===== config.mk =====
export PLATFORM = sky130hd
export DESIGN_NAME = datapath_control_unit
export DESIGN_NICKNAME = d
export VERILOG_FILES = /design/src/rtl/datapath_control_unit.sv
export SDC_FILE = /design/constraint.sdc
export NUM_CORES = 1
export LEC_CHECK = 0
export BUFFER_PORTS_ARGS = -buffer_cell sky130_fd_sc_hd__buf_2
export CORE_AREA = 2 2 48 50
export CTS_CLUSTER_SIZE = 20
export DETAILED_ROUTE_END_ITERATION = 10
export DIE_AREA = 0 0 50 52
export PLACE_DENSITY = 0.76
export SLEW_MARGIN = 30
export SYNTH_ARGS = -nofsm -noshare
export SYNTH_HDL_FRONTEND = slang
export SYNTH_SLANG_ARGS = --single-unit

===== constraint.sdc =====
create_clock -name Clock -period 1.59 [get_ports Clock]
set_input_delay 0.2385 -clock Clock [delete_from_list [all_inputs] [get_ports Clock]]
set_output_delay 0.2385 -clock Clock [all_outputs]
set_load 0.05 [all_outputs]

===== src/rtl/datapath_control_unit.sv =====
// datapath_control_unit
//   Hardwired control sequencer for the single-bus CPU datapath. A registered
//   step state (RST, T0..T6, HALT) plus the opcode in IR[31:27] is decoded
//   Moore-style into the datapath strobes. Fetch is T0..T2. The execute steps
//   for ALU, mul/div and unary instructions follow. nop, undefined opcodes and
//   halt leave the sequence after T2.
// Ports:
//   Clock, Reset_n          clock, async active-low reset
//   IR[31:0]                instruction register (opcode in IR[31:27])
//   Stop                    halt request, honoured at the instruction boundary
//   PCout..MDRout           bus drive enables
//   MARin..LOin             register load enables
//   IncPC, Read             PC+1 in ALU, memory read
//   Gra/Grb/Grc, Rin/Rout   general register select / load / drive
//   ALU_op[4:0]             ALU operation, opcode during execute Zin steps only
//   Run                     low only in HALT
module datapath_control_unit #(
  parameter int OPW = 5,
  parameter int STW = 4
) (
  input  logic        Clock,
  input  logic        Reset_n,
  input  logic [31:0] IR,
  input  logic        Stop,
  output logic        PCout,
  output logic        Zhighout,
  output logic        Zlowout,
  output logic        MDRout,
  output logic        MARin,
  output logic        Zin,
  output logic        PCin,
  output logic        MDRin,
  output logic        IRin,
  output logic        Yin,
  output logic        HIin,
  output logic        LOin,
  output logic        IncPC,
  output logic        Read,
  output logic        Gra,
  output logic        Grb,
  output logic        Grc,
  output logic        Rin,
  output logic        Rout,
  output logic [OPW-1:0] ALU_op,
  output logic        Run
);

  localparam logic [STW-1:0] S_RST  = STW'(0);
  localparam logic [STW-1:0] S_T0   = STW'(1);
  localparam logic [STW-1:0] S_T1   = STW'(2);
  localparam logic [STW-1:0] S_T2   = STW'(3);
  localparam logic [STW-1:0] S_T3   = STW'(4);
  localparam logic [STW-1:0] S_T4   = STW'(5);
  localparam logic [STW-1:0] S_T5   = STW'(6);
  localparam logic [STW-1:0] S_T6   = STW'(7);
  localparam logic [STW-1:0] S_HALT = STW'(8);

  logic [STW-1:0] state, state_nx;
  logic [OPW-1:0] op;
  logic is_bin, is_md, is_un, is_halt;
  logic [STW-1:0] boundary;

  assign op = IR[31 -: OPW];
  // Register fields are routed by the select-and-encode logic, not here.
  logic unused_ir;
  assign unused_ir = &{1'b0, IR[31-OPW:0]};

  assign is_bin  = (op >= OPW'(5'b00011)) && (op <= OPW'(5'b01010));
  assign is_md   = (op == OPW'(5'b01111)) || (op == OPW'(5'b10000));
  assign is_un   = (op == OPW'(5'b10001)) || (op == OPW'(5'b10010));
  assign is_halt = (op == OPW'(5'b11011));

  // Stop only matters on the edge that would start the next fetch.
  assign boundary = Stop ? S_HALT : S_T0;

  always_comb begin
    state_nx = S_RST;
    case (state)
      S_RST:  state_nx = S_T0;
      S_T0:   state_nx = S_T1;
      S_T1:   state_nx = S_T2;
      // Branch on the opcode as IR presents it at the end of fetch.
      S_T2:   state_nx = is_halt ? S_HALT :
                         (is_bin || is_md || is_un) ? S_T3 : boundary;
      S_T3:   state_nx = S_T4;
      S_T4:   state_nx = is_un ? boundary : S_T5;
      S_T5:   state_nx = is_md ? S_T6 : boundary;
      S_T6:   state_nx = boundary;
      S_HALT: state_nx = S_HALT;
      default: state_nx = S_RST;
    endcase
  end

  always_ff @(posedge Clock or negedge Reset_n)
    if (!Reset_n) state <= S_RST;
    else          state <= state_nx;

  always_comb begin
    PCout = 1'b0; Zhighout = 1'b0; Zlowout = 1'b0; MDRout = 1'b0;
    MARin = 1'b0; Zin = 1'b0; PCin = 1'b0; MDRin = 1'b0; IRin = 1'b0;
    Yin = 1'b0; HIin = 1'b0; LOin = 1'b0; IncPC = 1'b0; Read = 1'b0;
    Gra = 1'b0; Grb = 1'b0; Grc = 1'b0; Rin = 1'b0; Rout = 1'b0;
    ALU_op = '0; Run = 1'b1;
    case (state)
      S_T0: begin PCout = 1'b1; MARin = 1'b1; IncPC = 1'b1; Zin = 1'b1; end
      S_T1: begin Zlowout = 1'b1; PCin = 1'b1; Read = 1'b1; MDRin = 1'b1; end
      S_T2: begin MDRout = 1'b1; IRin = 1'b1; end
      S_T3: begin
        Grb = 1'b1; Rout = 1'b1;
        if (is_un) begin Zin = 1'b1; ALU_op = op; end
        else       Yin = 1'b1;
      end
      S_T4: begin
        if (is_un) begin Zlowout = 1'b1; Gra = 1'b1; Rin = 1'b1; end
        else begin Grc = 1'b1; Rout = 1'b1; Zin = 1'b1; ALU_op = op; end
      end
      S_T5: begin
        Zlowout = 1'b1;
        if (is_md) LOin = 1'b1;
        else begin Gra = 1'b1; Rin = 1'b1; end
      end
      S_T6:   begin Zhighout = 1'b1; HIin = 1'b1; end
      S_HALT: Run = 1'b0;
      default: ;
    endcase
  end

endmodule


==> impl_summary.txt <==
----------------------------------------------------
[Synthesis]
  Proportion of synthesized chip area in sequential cells ... 0.159
  Post-synth top area share ... 0.159
  Main flop type after synthesis ... dfrtp_1
  Total of flip-flops plus latches after synthesis ... 4
  Mean area per synthesized cell ... 7.09 um^2
  Number of cells produced by synthesis ... 89
  Biggest area consumer among synthesized cells ... dfrtp_1
  Async set-or-reset flop fraction in the synthesized netlist ... 1.00
  Cell types with the highest counts after synthesis ... nor3_1, buf_4, a21oi_1, nand2_1, nor2_1
  Most frequently used cell type in the post-synthesis netlist ... nor3_1
  Post-synth EDFFs ... 0
  Count of yosys warnings during synthesis ... 0
  Number of different library cells in the post-synthesis netlist ... 35
  Synth area leaders ... dfrtp_1, buf_4, nor3_1
  Cell Area, Synth ... 631 um^2
  Net Count, Synth ... 124

[Critical path]
  Slowest stage cell, crit path ... dfrtp_1
  Peak per-stage delay on the critical path ... 0.39 ns
  Worst Setup End Kind ... primary output
  Data arrival at the endpoint of the critical path ... 1.52 ns
  CP Cell Sequence ... buf_12, nor4b_2, buf_4, inv_1, buf_2
  Max Fanout on Critical Path ... 7
  Type of element launching the critical path ... register
  WS Path Type ... register to primary output
  Required time at the endpoint of the critical path ... 1.35 ns

[Finish]
  Non-filler instance count after layout ... 173
  Fraction of final layout cells sized beyond drive strength 1 ... 0.731
  Area growth, synth to finish ... 132%
  Number of flip-flops under the largest register name ... 4
  Largest registers in the final layout ... state (4)
  Fin nets ... 181
  Register containing the most flip-flops in the final layout ... state
  Antenna diode instance count ... 0

[Clocking]
  Worst-Skew Late Latency ... 0.25 ns
  CTS H-tree depth ... 1
  Clock input transition at the sequential cells of the worst setup and hold paths ... 0.04 ns
  Clock sink total ... 4
  Master cell of the clock root buffer ... clkbuf_4
  Number of buffers between clock root and the deepest sink ... 2
  TritonCTS buffer count ... 3
  CTS tree ... yes

[Flow run]
  Maximum Capacitance Violations ... 0

[Global route]
  Number of antenna violations at the first check in global routing ... 0
  GRT overflow ... 0
  Pin count of the biggest net entering global routing ... 10
  First-pass GRT wire length ... 3560 um
  All-layer global routing usage ... 0.178
  Vias in the first global route ... 823

[Placement]
  Final GP Congestion ... 0.786
  Inst Count DP ... 159
  Worst setup slack before clock tree synthesis ... -0.248 ns
  Number of buffers inserted by port buffering ... 32
  Dpl hpwl ... 1580 um

[Timing]
  Slew HR ... 0.815
  Final setup violating endpoints ... 13
  Final worst slack ... -0.170 ns
  Transition at the pin with the smallest max-transition slack ... 0.276 ns
  Final worst hold slack ... 0.280 ns
  Maximum clock skew at final layout ... 0.00757 ns
  Share of the clock period used by the worst path ... 1.11
  Highest Clock Rate ... 0.568 GHz
  RSZ-0062 raised after global routing ... true
  Final min period ... 1.76 ns
  Final TNS setup ... -1.43 ns
  Hold violation total from the final report ... 0
  Number of max-slew violations in the final report ... 0

[Power]
  Leakage power ... 0.634 nW
  Pwr/cell area ... 1940 nW/um^2
  Maximum resistive drop on vdd ... 0.00111 V
  Total power after layout ... 2.83 mW

[Die]
  I/O Pins ... 60
  Standard-cell rows ... 17
  Standard cell core area ... 2110 um^2
  Die height ... 52 um
  Die boundary width ... 50 um
  Floorplan die area ... 2600 um^2
  Effective utilization at floorplan ... 0.299

[Route]
  Average wire per cell in the routed design ... 13.6 um
  First DRT Iteration DRCs ... 12
  Residual antenna-violating net count after detailed routing ... 0
  First drt pass iteration count ... 4
  Via density per instance ... 5.07
  DRC violation count after routing ... 0
  Aggregate routed wire length ... 2360 um
  Via count of the routed design ... 877

[Worst hold path]
  Min-delay worst type ... input pin to register

[Outcome]
  Result of the run ... complete, but fails checks
  Failing checks ... negative setup slack

----------------------------------------------------
## kinds of logic (layout without fill, tap and decap cells)
logic type | Yosys count | in the layout | share of synthesized area
AND/OR/NAND/NOR | 40 | 40 | 0.341
adder cells (fa/ha/maj) | 1 | 1 | 0.0159
flip-flops | 4 | 4 | 0.159
buffers and inverters | 19 | 75 | 0.175
AO/OA/AOI/OAI | 23 | 23 | 0.282
XOR/XNOR | 2 | 2 | 0.0278
## critical path: cells and delay by family (launching register included)
family	cells	cell delay (ns)
buffers and inverters	4	0.55
DFF	1	0.39
and+or+nand+nor	1	0.33
## where the power goes
| group | total [mW] | leakage (nW) | internal (mW) | switching, mW |
|---|---|---|---|---|
| Clock | 0.146 | 0.0150 | 0.0947 | 0.0508 |
| Combinational | 2.49 | 0.570 | 1.04 | 1.45 |
| Sequential | 0.200 | 0.0483 | 0.152 | 0.0486 |
| Total | 2.83 | 0.634 | 1.29 | 1.55 |
## repair_timing
item,CTS,global route
hold buffers,1,0
buffers inserted,3,6
pin swaps,15,12
resized for setup,48,21
gates cloned,0,0
setup endpoints to repair,23,25
hold endpoints to repair,4,0
## metrics by stage
stage	util	instance area [um^2]
final	0.695	1460
after CTS	0.632	1330
after global routing	0.695	1460
after detailed placement	0.529	1110
after global placement	0.529	1110
after floorplan	-	868
## layout make-up
cell class	instances	area, um^2
well taps	28	35.0
repair buffers	66	612
inverters	5	31.3
flip-flops and latches	4	103
multi-input cells	66	657
fillers	140	642
clock buffers	4	26.3
## cells in the final DEF (no fill, tap or decap), types with 2 or more instances in the layout
master    instances
buf_8             5
o21ai_0           2
nand2_1           4
nor2_4            4
or2_4             3
o22a_1            2
a21oi_1           3
nor2_1            2
buf_4            30
nor3_4            8
and2_4            3
inv_1             4
nand3_1           3
clkbuf_4          5
buf_2             6
nand2b_4          2
a21oi_4           3
buf_6            21
dfrtp_1           2
o211ai_1          3
dfrtp_2           2
## path summary, 6_finish.rpt
check	start	endpoint	slack [ns]	cells past startpoint
worst max-delay path	state[0]	Run	-0.17	5
worst min-delay path	Stop	state[3]	0.28	3
worst max register to register	state[0]	state[0]	0.18	5
worst min register to register	state[3]	state[1]	0.78	2
max in group asynchronous	Reset_n	state[1]	1.13	2
min in group asynchronous	Reset_n	state[0]	0.32	2
## layer usage
| metal | share of wire | routed length (um) | global-route usage |
|---|---|---|---|
| met1 | 0.39 | 909 | 0.214 |
| met2 | 0.56 | 1330 | 0.329 |
| met3 | 0.022 | 51 | 0.0172 |
| met4 | 0.027 | 64 | 0.0556 |
| met5 | 0 | 0 | 0 |
(Power assumes the default switching activity.)
